<file path="src/rtl/pipe_pkg.sv">
// Shared definitions for elastic pipeline blocks: counter-width helper and
// a common valid/data handshake word type.
package pipe_pkg;

    // Default data width of the shared handshake word.
    localparam int HS_WIDTH = 64;

    // Handshake word reused by elastic blocks that carry valid alongside data.
    typedef struct packed {
        logic                       valid;
        logic signed [HS_WIDTH-1:0] data;
    } hs_word_t;

    // Bits needed to count the values 0..depth inclusive.
    function automatic int clog2_cnt(input int depth);
        int w;
        w = 1;
        while ((w < 31) && ((1 << w) <= depth)) begin
            w = w + 1;
        end
        return w;
    endfunction

endpackage

</file>
<file path="src/rtl/elastic_pipe_stage.sv">
// One stage of the elastic pipeline: a valid/data register pair that loads
// whenever it can hand its contents onward or is empty.
// Build option: ELASTIC_PIPE_DATA_CLEAR_EN adds a reset to the data register.
module elastic_pipe_stage #(
    parameter int WIDTH = 64
) (
    input  logic                    clk,
    input  logic                    rst,
    input  logic                    flush_i,
    input  logic                    rdy_i,
    input  logic                    src_valid_i,
    input  logic signed [WIDTH-1:0] src_data_i,
    output logic                    v_o,
    output logic signed [WIDTH-1:0] d_o,
    output logic                    rdy_o
);

    logic                    v_q;
    logic                    v_d;
    logic signed [WIDTH-1:0] d_q;
    logic                    d_load;

    // Stage can accept when the stage ahead takes our word or we hold nothing.
    assign rdy_o  = rdy_i | ~v_q;
    assign d_load = rdy_o & src_valid_i;
    assign v_o    = v_q;
    assign d_o    = d_q;

    // Next valid: take the upstream valid when loading, otherwise hold.
    always_comb begin
        v_d = v_q;
        if (rdy_o) begin
            v_d = src_valid_i;
        end
    end

    // Valid register: reset and flush both empty the stage.
    always_ff @(posedge clk) begin
        if (rst || flush_i) begin
            v_q <= 1'b0;
        end else begin
            v_q <= v_d;
        end
    end

`ifdef ELASTIC_PIPE_DATA_CLEAR_EN
    // Data register with reset, so out_data reads zero after reset.
    always_ff @(posedge clk) begin
        if (rst) begin
            d_q <= '0;
        end else if (d_load) begin
            d_q <= src_data_i;
        end
    end
`else
    // Data register without reset; only written when a valid word lands here.
    always_ff @(posedge clk) begin
        if (d_load) begin
            d_q <= src_data_i;
        end
    end
`endif

endmodule

</file>
<file path="src/rtl/elastic_pipe_reg.sv">
// Elastic pipeline register: DEPTH stages of signed WIDTH-bit data with a
// combinational ready chain (bubble collapsing), flush and occupancy count.
// Build option: ELASTIC_PIPE_DATA_CLEAR_EN resets the data registers to 0.
module elastic_pipe_reg
    import pipe_pkg::*;
#(
    parameter int WIDTH = 64,
    parameter int DEPTH = 2,
    localparam int CNT_W = clog2_cnt(DEPTH)
) (
    input  logic                    clk,
    input  logic                    rst,
    input  logic                    flush,
    input  logic                    in_valid,
    output logic                    in_ready,
    input  logic signed [WIDTH-1:0] in_data,
    output logic                    out_valid,
    input  logic                    out_ready,
    output logic signed [WIDTH-1:0] out_data,
    output logic [CNT_W-1:0]        occupancy
);

    if (DEPTH < 1) begin : g_bad_depth
        $error("elastic_pipe_reg: DEPTH must be at least 1");
    end

    // Per-stage chain wiring; rdy_w[DEPTH] is the downstream ready.
    logic                    v_w   [DEPTH];
    logic signed [WIDTH-1:0] d_w   [DEPTH];
    logic                    rdy_w [DEPTH+1];

    logic             push;
    logic             pop;
    logic [CNT_W-1:0] occ_q;
    logic [CNT_W-1:0] occ_d;

    assign rdy_w[DEPTH] = out_ready;

    for (genvar gi = 0; gi < DEPTH; gi++) begin : g_stage
        logic                    src_valid;
        logic signed [WIDTH-1:0] src_data;

        if (gi == 0) begin : g_head
            // Input side: a flush refuses the incoming word.
            assign src_valid = in_valid & ~flush;
            assign src_data  = in_data;
        end else begin : g_body
            assign src_valid = v_w[gi-1];
            assign src_data  = d_w[gi-1];
        end

        elastic_pipe_stage #(
            .WIDTH (WIDTH)
        ) u_stage (
            .clk         (clk),
            .rst         (rst),
            .flush_i     (flush),
            .rdy_i       (rdy_w[gi+1]),
            .src_valid_i (src_valid),
            .src_data_i  (src_data),
            .v_o         (v_w[gi]),
            .d_o         (d_w[gi]),
            .rdy_o       (rdy_w[gi])
        );
    end

    assign in_ready  = rdy_w[0] & ~flush;
    assign out_valid = v_w[DEPTH-1];
    assign out_data  = d_w[DEPTH-1];
    assign occupancy = occ_q;

    assign push = in_valid & in_ready;
    assign pop  = out_valid & out_ready;

    // Occupancy next state: +1 on push, -1 on pop, unchanged on both or neither.
    always_comb begin
        occ_d = occ_q;
        if (push && !pop) begin
            occ_d = occ_q + CNT_W'(1);
        end else if (pop && !push) begin
            occ_d = occ_q - CNT_W'(1);
        end
    end

    // Occupancy register: reset and flush empty the pipe.
    always_ff @(posedge clk) begin
        if (rst || flush) begin
            occ_q <= '0;
        end else begin
            occ_q <= occ_d;
        end
    end

endmodule
</file>
<file path="config.mk">
export PLATFORM = sky130hd
export DESIGN_NAME = elastic_pipe_reg
export DESIGN_NICKNAME = d
export VERILOG_FILES = /design/src/rtl/pipe_pkg.sv /design/src/rtl/elastic_pipe_stage.sv /design/src/rtl/elastic_pipe_reg.sv
export SDC_FILE = /design/constraint.sdc
export NUM_CORES = 1
export LEC_CHECK = 0
export BUFFER_PORTS_ARGS = -buffer_cell sky130_fd_sc_hd__buf_2
export CORE_MARGIN = 2
export CORE_UTILIZATION = 30
export CTS_BUF_LIST = sky130_fd_sc_hd__clkbuf_8
export CTS_CLUSTER_DIAMETER = 50
export DETAILED_ROUTE_END_ITERATION = 12
export GPL_TIMING_DRIVEN = 0
export SLEW_MARGIN = 15
export SYNTH_ARGS = -nofsm -noshare
export SYNTH_HDL_FRONTEND = slang
export SYNTH_SLANG_ARGS = --single-unit
export TNS_END_PERCENT = 20
</file>
<file path="constraint.sdc">
create_clock -name clk -period 4.8 [get_ports clk]
set_input_delay 0.96 -clock clk [delete_from_list [all_inputs] [get_ports clk]]
set_output_delay 0.96 -clock clk [all_outputs]
set_load 0.01 [all_outputs]
</file>
==> run summary, run 1 <==
outcome: finished clean
startpoint class of the critical path: primary input
Netlist cell types: 14
synthesized area: 4030 um^2
async set-reset flop share out of synthesis: 0
R2R Path Start: g_stage[1].u_stage.v_o$_SDFFE_PP0P_
area delta synth->final: 34.0%
Final Slew Violations: 0
insertion delay to the later sink of the worst-skew pair: 430 ps
Slew HR: 0.578
Final Util: 0.410
list of most frequent post-synthesis cells: 128 x edfxtp_1, 4 x dfxtp_1
die height: 120 um
fin area: 5410 um^2
Post-DRT Antenna Nets: 0
worst-path fanout max: 4
global route overflow: 0
signal arrival time at the worst endpoint: 1710 ps
gr usage total: 0.101
Num CTS Buffers: 17
Port-buffer cells: 136
Worst setup EP type: output pin
# fillers: 1216
area share of the largest cell type after synthesis: 0.953
IO Count: 137
Worst Hold Path Cells: 0
RSZ-0062 raised after global routing: false
Post-synth EDFFs: 128
fin crit period: 2670 ps
mean post-synth cell area: 27.1 um^2
drt drc: 0
CTS Sinks: 132
die span in x: 120 um
post-synthesis register bit count: 132
total wire length: 6790 um
initial antenna violation count: 0
worst hold path class: register to register
placed cell area: 5010 um^2
Root Driver: clkbuf_8
Clk pin slew, worst setup/hold paths: 70 ps
largest net degree at the start of global routing: 40
WP data required: 3840 ps
post-synthesis sequential area ratio: 0.973
Leak: 2.05 nW
non-filler cells, final: 496
Iteration-0 DRC Markers: 111
Ys Warns: 0
reg2reg setup slack: 2870 ps
pwr/cell area: 430 nW/um^2
WL per Instance: 13.7 um
Final Skew: 8.99 ps
post-CTS setup buffers: 0
max_cap viols: 0
fmax: 374 MHz
Setup Crit Path Kind: primary input to output pin
Top FF cell, synth: edfxtp_1
worst-case reg-to-reg path depth: 6
core area: 13200 um^2
Initial Util: 0.306
most numerous cell in the Yosys netlist: edfxtp_1
CTS Buffer Depth: 2
number of instances in the placed design: 464
worst slew pin tran: 632 ps
layout cells sized above 1: 0.528
synth top area cells: edfxtp_1 95%, dfxtp_1 2.0%, xor2_1 0.43%, and2_1 0.31%, ha_1 0.31%
Post-CTS Hold Fix Bufs: 0
Setup crit end: in_ready
area leader, netlist: edfxtp_1
post-CTS resize count: 0
placer congestion estimate: 0.634
layout net count: 377
diode count: 0
via count: 1972
VDD IR max: 177 uV
final hold violations: 0
Hold WS: 418 ps
num rows: 42
Final HPWL DP: 4760 um
crit path from: out_ready
First-pass DRT Iterations: 4
reg-to-reg endpoint: occupancy[1]$_SDFFE_PP0P_
Die ar.: 14400 um^2
cell count after synthesis: 149
total power: 0.00233 W
final period utilization: 0.557
TritonCTS clock tree: yes
first-pass GRT wire length: 10400 um
Syn Nets: 219
vias per cell: 3.98
number of global-route vias before repair: 2016
CTS H-tree depth: 4
endpoints failing setup: 0
==> report_power, final <==
part	internal [W]	leakage [nW]	switching, W
clock network	0.000515	0.217	0.000386
registers	0.00133	1.22	0.0000131
logic	0.0000380	0.615	0.0000459
total	0.00188	2.05	0.000445
==> through the flow <==
| stage | setup slack (ps) | TNS (ps) |
|---|---|---|
| after floorplan | 420 | 0 |
| after global placement | -1020 | -64790 |
| after detailed placement | 2140 | 0 |
| after CTS | 2130 | 0 |
| after global routing | 2060 | 0 |
| final | 2130 | 0 |
==> cells by family (layout without fill, tap and decap cells) <==
kind of cell | count (synthesis) | after routing | synth area share
flip-flops | 132 | 132 | 0.973
adder cells (fa/ha/maj) | 1 | 1 | 0.00310
XOR/XNOR | 2 | 2 | 0.00434
AND/OR/NAND/NOR | 9 | 9 | 0.0121
buffers and inverters | 0 | 171 | 0
AO/OA/AOI/OAI | 5 | 5 | 0.00745
==> sequential cells by signal, indices dropped and copies added, names as in the netlist <==
signal and flops:
g_stage.u_stage.d_o 128, occupancy 2, g_stage.u_stage.v_o 2
==> cell usage in the layout, fill, tap and decap left out, types with 2 or more instances in the layout <==
master	n
a21oi_1	2
buf_12	2
buf_2	136
bufinv_16	3
clkbuf_8	18
clkinv_2	5
dfxtp_1	4
edfxtp_1	128
inv_1	4
nor3_1	2
xor2_1	2
==> critical path, cell delays in order <==
cell,delay [ps]
buf_2,110
nor2b_1,310
a21oi_1,170
buf_2,160
==> layout make-up <==
| class | instances | area (um^2) | area share |
|---|---|---|---|
| Sequential cell | 132 | 3920 | 0.726 |
| Timing Repair Buffer | 139 | 748 | 0.138 |
| Clock buffer | 18 | 248 | 0.0458 |
| Tap cell | 176 | 220 | 0.0407 |
| Clock inverter | 14 | 146 | 0.0271 |
| Multi-Input combinational cell | 17 | 119 | 0.0220 |
==> per-layer routing <==
layer	wire length, um	global-route usage	vias to the layer above	part of all wire
met3	552	0.0513	18	0.081
met5	0	0	-	0
li1	-	-	916	-
met2	3190	0.148	94	0.47
met4	197	0.0662	0	0.029
met1	2850	0.115	944	0.42
==> worst min path at each step <==
| stage | slack [ps] | to | startpoint |
|---|---|---|---|
| 6_report | 420 | g_stage[1].u_stage.d_o[40]$_DFFE_PP_ | g_stage[0].u_stage.d_o[40]$_DFFE_PP_ |
| 5_1_grt | 430 | g_stage[1].u_stage.d_o[50]$_DFFE_PP_ | g_stage[0].u_stage.d_o[50]$_DFFE_PP_ |
| 3_3_place_gp | 400 | g_stage[1].u_stage.d_o[1]$_DFFE_PP_ | g_stage[0].u_stage.d_o[1]$_DFFE_PP_ |
| 3_5_place_dp | 400 | g_stage[1].u_stage.d_o[14]$_DFFE_PP_ | g_stage[0].u_stage.d_o[14]$_DFFE_PP_ |
| 4_1_cts | 420 | g_stage[1].u_stage.d_o[50]$_DFFE_PP_ | g_stage[0].u_stage.d_o[50]$_DFFE_PP_ |
| 2_1_floorplan | 400 | g_stage[1].u_stage.d_o[0]$_DFFE_PP_ | g_stage[0].u_stage.d_o[0]$_DFFE_PP_ |
Power figures use the tool's default switching activity.
==> inputs of run 2 (changes only) <==
==> constraint.sdc (replaced) <==
create_clock -name clk -period 2.5 [get_ports clk]
set_input_delay 0.5 -clock clk [delete_from_list [all_inputs] [get_ports clk]]
set_output_delay 0.5 -clock clk [all_outputs]
set_load 0.01 [all_outputs]
==> run summary, run 2 (synthesized netlist as in run 1, its figures left out) <==
outcome: finished clean (unchanged)
First-pass DRT Iterations: 4 (unchanged)
die span in x: 120 um (unchanged)
commonest cells after routing, fill and taps aside: 136 x buf_2, 128 x edfxtp_1, 17 x clkbuf_8, 6 x clkinv_2, 5 x clkinvlp_4 (was 136 x buf_2, 128 x edfxtp_1, 18 x clkbuf_8, 5 x clkinv_2)
Post-CTS Hold Fix Bufs: 0 (unchanged)
Final HPWL DP: 4890 um (was 4760 um)
startpoint class of the critical path: register (was primary input)
Post-DRT Antenna Nets: 0 (unchanged)
WP data required: 2000 ps (was 3840 ps)
sequential cell area: 3920 um^2 (unchanged)
worst slack at placement: 313 ps (was 2140 ps)
Setup Crit Path Kind: register to output pin (was primary input to output pin)
die height: 120 um (unchanged)
Num CTS Buffers: 17 (unchanged)
fin crit period: 1940 ps
placer congestion estimate: 0.623 (was 0.634)
max reg flops: 128 (unchanged)
max incr delay on CP: 350 ps (was 310 ps)
pwr/cell area: 800 nW/um^2 (was 430 nW/um^2)
largest net degree at the start of global routing: 46 (was 40)
commonest non-fill, non-tap cell in the layout: buf_2 (unchanged)
initial antenna violation count: 2 (was 0)
worst hold path class: primary input to register (was register to register)
VDD IR max: 269 uV (was 177 uV)
global route overflow: 0 (unchanged)
layout net count: 377 (unchanged)
area delta synth->final: 33.3% (was 34.0%)
worst-path fanout max: 4 (unchanged)
post-CTS resize count: 0 (unchanged)
multi-input logic area: 119 um^2 (unchanged)
IO Count: 137 (unchanged)
placed cell area: 5020 um^2 (was 5010 um^2)
core area: 13200 um^2 (unchanged)
Worst setup EP type: output pin (unchanged)
# fillers: 1211 (was 1216)
Hold WS: 239 ps (was 418 ps)
worst-path cell chain: nor2b_1 -> a21oi_1 -> buf_2 (was buf_2 -> nor2b_1 -> a21oi_1 -> buf_2)
CTS H-tree depth: 4 (unchanged)
max_cap viols: 0 (unchanged)
num rows: 42 (unchanged)
Clk pin slew, worst setup/hold paths: 80 ps (was 70 ps)
CP max-delay cell: dfxtp_1 (was nor2b_1)
Die ar.: 14400 um^2 (unchanged)
total wire length: 7080 um (was 6790 um)
TritonCTS clock tree: yes (unchanged)
Root Driver: clkbuf_8 (unchanged)
number of global-route vias before repair: 2133 (was 2016)
signal arrival time at the worst endpoint: 1440 ps (was 1710 ps)
buffers and inverters on the worst path: 1 (was 2)
post-CTS setup buffers: 0 (unchanged)
Port-buffer cells: 136 (unchanged)
vias per cell: 3.96 (was 3.98)
first-pass GRT wire length: 11000 um (was 10400 um)
worst slew pin tran: 668 ps (was 632 ps)
Final Skew: 6.37 ps (was 8.99 ps)
insertion delay to the later sink of the worst-skew pair: 430 ps (about the same)
Leak: 2.01 nW (was 2.05 nW)
gr usage total: 0.107 (was 0.101)
Setup WS post-layout: 559 ps (was 2130 ps)
final hold violations: 0 (unchanged)
Iteration-0 DRC Markers: 82 (was 111)
layout cells sized above 1: 0.538 (was 0.528)
fin area: 5380 um^2 (was 5410 um^2)
CTS Buffer Depth: 2 (unchanged)
RSZ-0062 raised after global routing: false (unchanged)
via count: 1973 (was 1972)
fmax: 515 MHz
Initial Util: 0.306 (unchanged)
endpoints failing setup: 0 (unchanged)
kind of cell adding the most delay to the critical path: flip-flops (was simple AND/OR/NAND/NOR gates)
Final Slew Violations: 0 (unchanged)
final period utilization: 0.777
drt drc: 0 (unchanged)
CTS Sinks: 132 (unchanged)
Slew HR: 0.553 (was 0.578)
WL per Instance: 14.2 um (was 13.7 um)
==> run 2: final timing paths <==
check / startpoint / endpoint / slack [ps] / cells after the start
max: g_stage[1].u_stage.v_o$_SDFFE_PP0P_ / in_ready / 560 / 3
min: in_data[20] / g_stage[0].u_stage.d_o[20]$_DFFE_PP_ / 240 / 1
max reg2reg: g_stage[1].u_stage.v_o$_SDFFE_PP0P_ / occupancy[1]$_SDFFE_PP0P_ / 580 / 6
min reg2reg: g_stage[0].u_stage.d_o[51]$_DFFE_PP_ / g_stage[1].u_stage.d_o[51]$_DFFE_PP_ / 420 / 0
==> run 2: area by class of cell <==
class / count / area share
flip-flops and latches: 132 / 0.730
repair buffers: 139 / 0.141
clock buffers: 17 / 0.0435
well taps: 176 / 0.0410
multi-input cells: 17 / 0.0221
clock inverters: 15 / 0.0221
diodes: 2 / 0.000931
==> run 2: report_power, final <==
part           leakage (nW)  switching, W  internal (W)
logic                 0.618     0.0000888     0.0000742
registers              1.22     0.0000258       0.00255
clock network         0.174      0.000792      0.000769
total                  2.01      0.000907       0.00339
==> run 2: worst reg2reg max path, cell delays in order (launching register included) <==
cell and delay, ps:
dfxtp_1 350, nor2b_1 350, a21oi_1 160, and2_1 190, ha_1 330, or3_1 350
a21boi_1 140
==> run 2: per-layer routing <==
metal  GRT usage  wire length [um]  vias up
li1            -                 -      920
met1       0.119              2930      944
met2       0.161              3370       90
met3      0.0532               545       19
met4      0.0750               234        0
met5           0                 0        -
==> run 2: through the flow <==
stage          total power [W]  std cells   util  setup TNS (ps)
3_5_place_dp           0.00279        464  0.380               0
3_3_place_gp           0.00277        461  0.375           -2790
5_1_grt                0.00448        496  0.407               0
2_1_floorplan          0.00267        149      -               0
4_1_cts                0.00437        496  0.407               0
6_report               0.00430        498  0.408               0
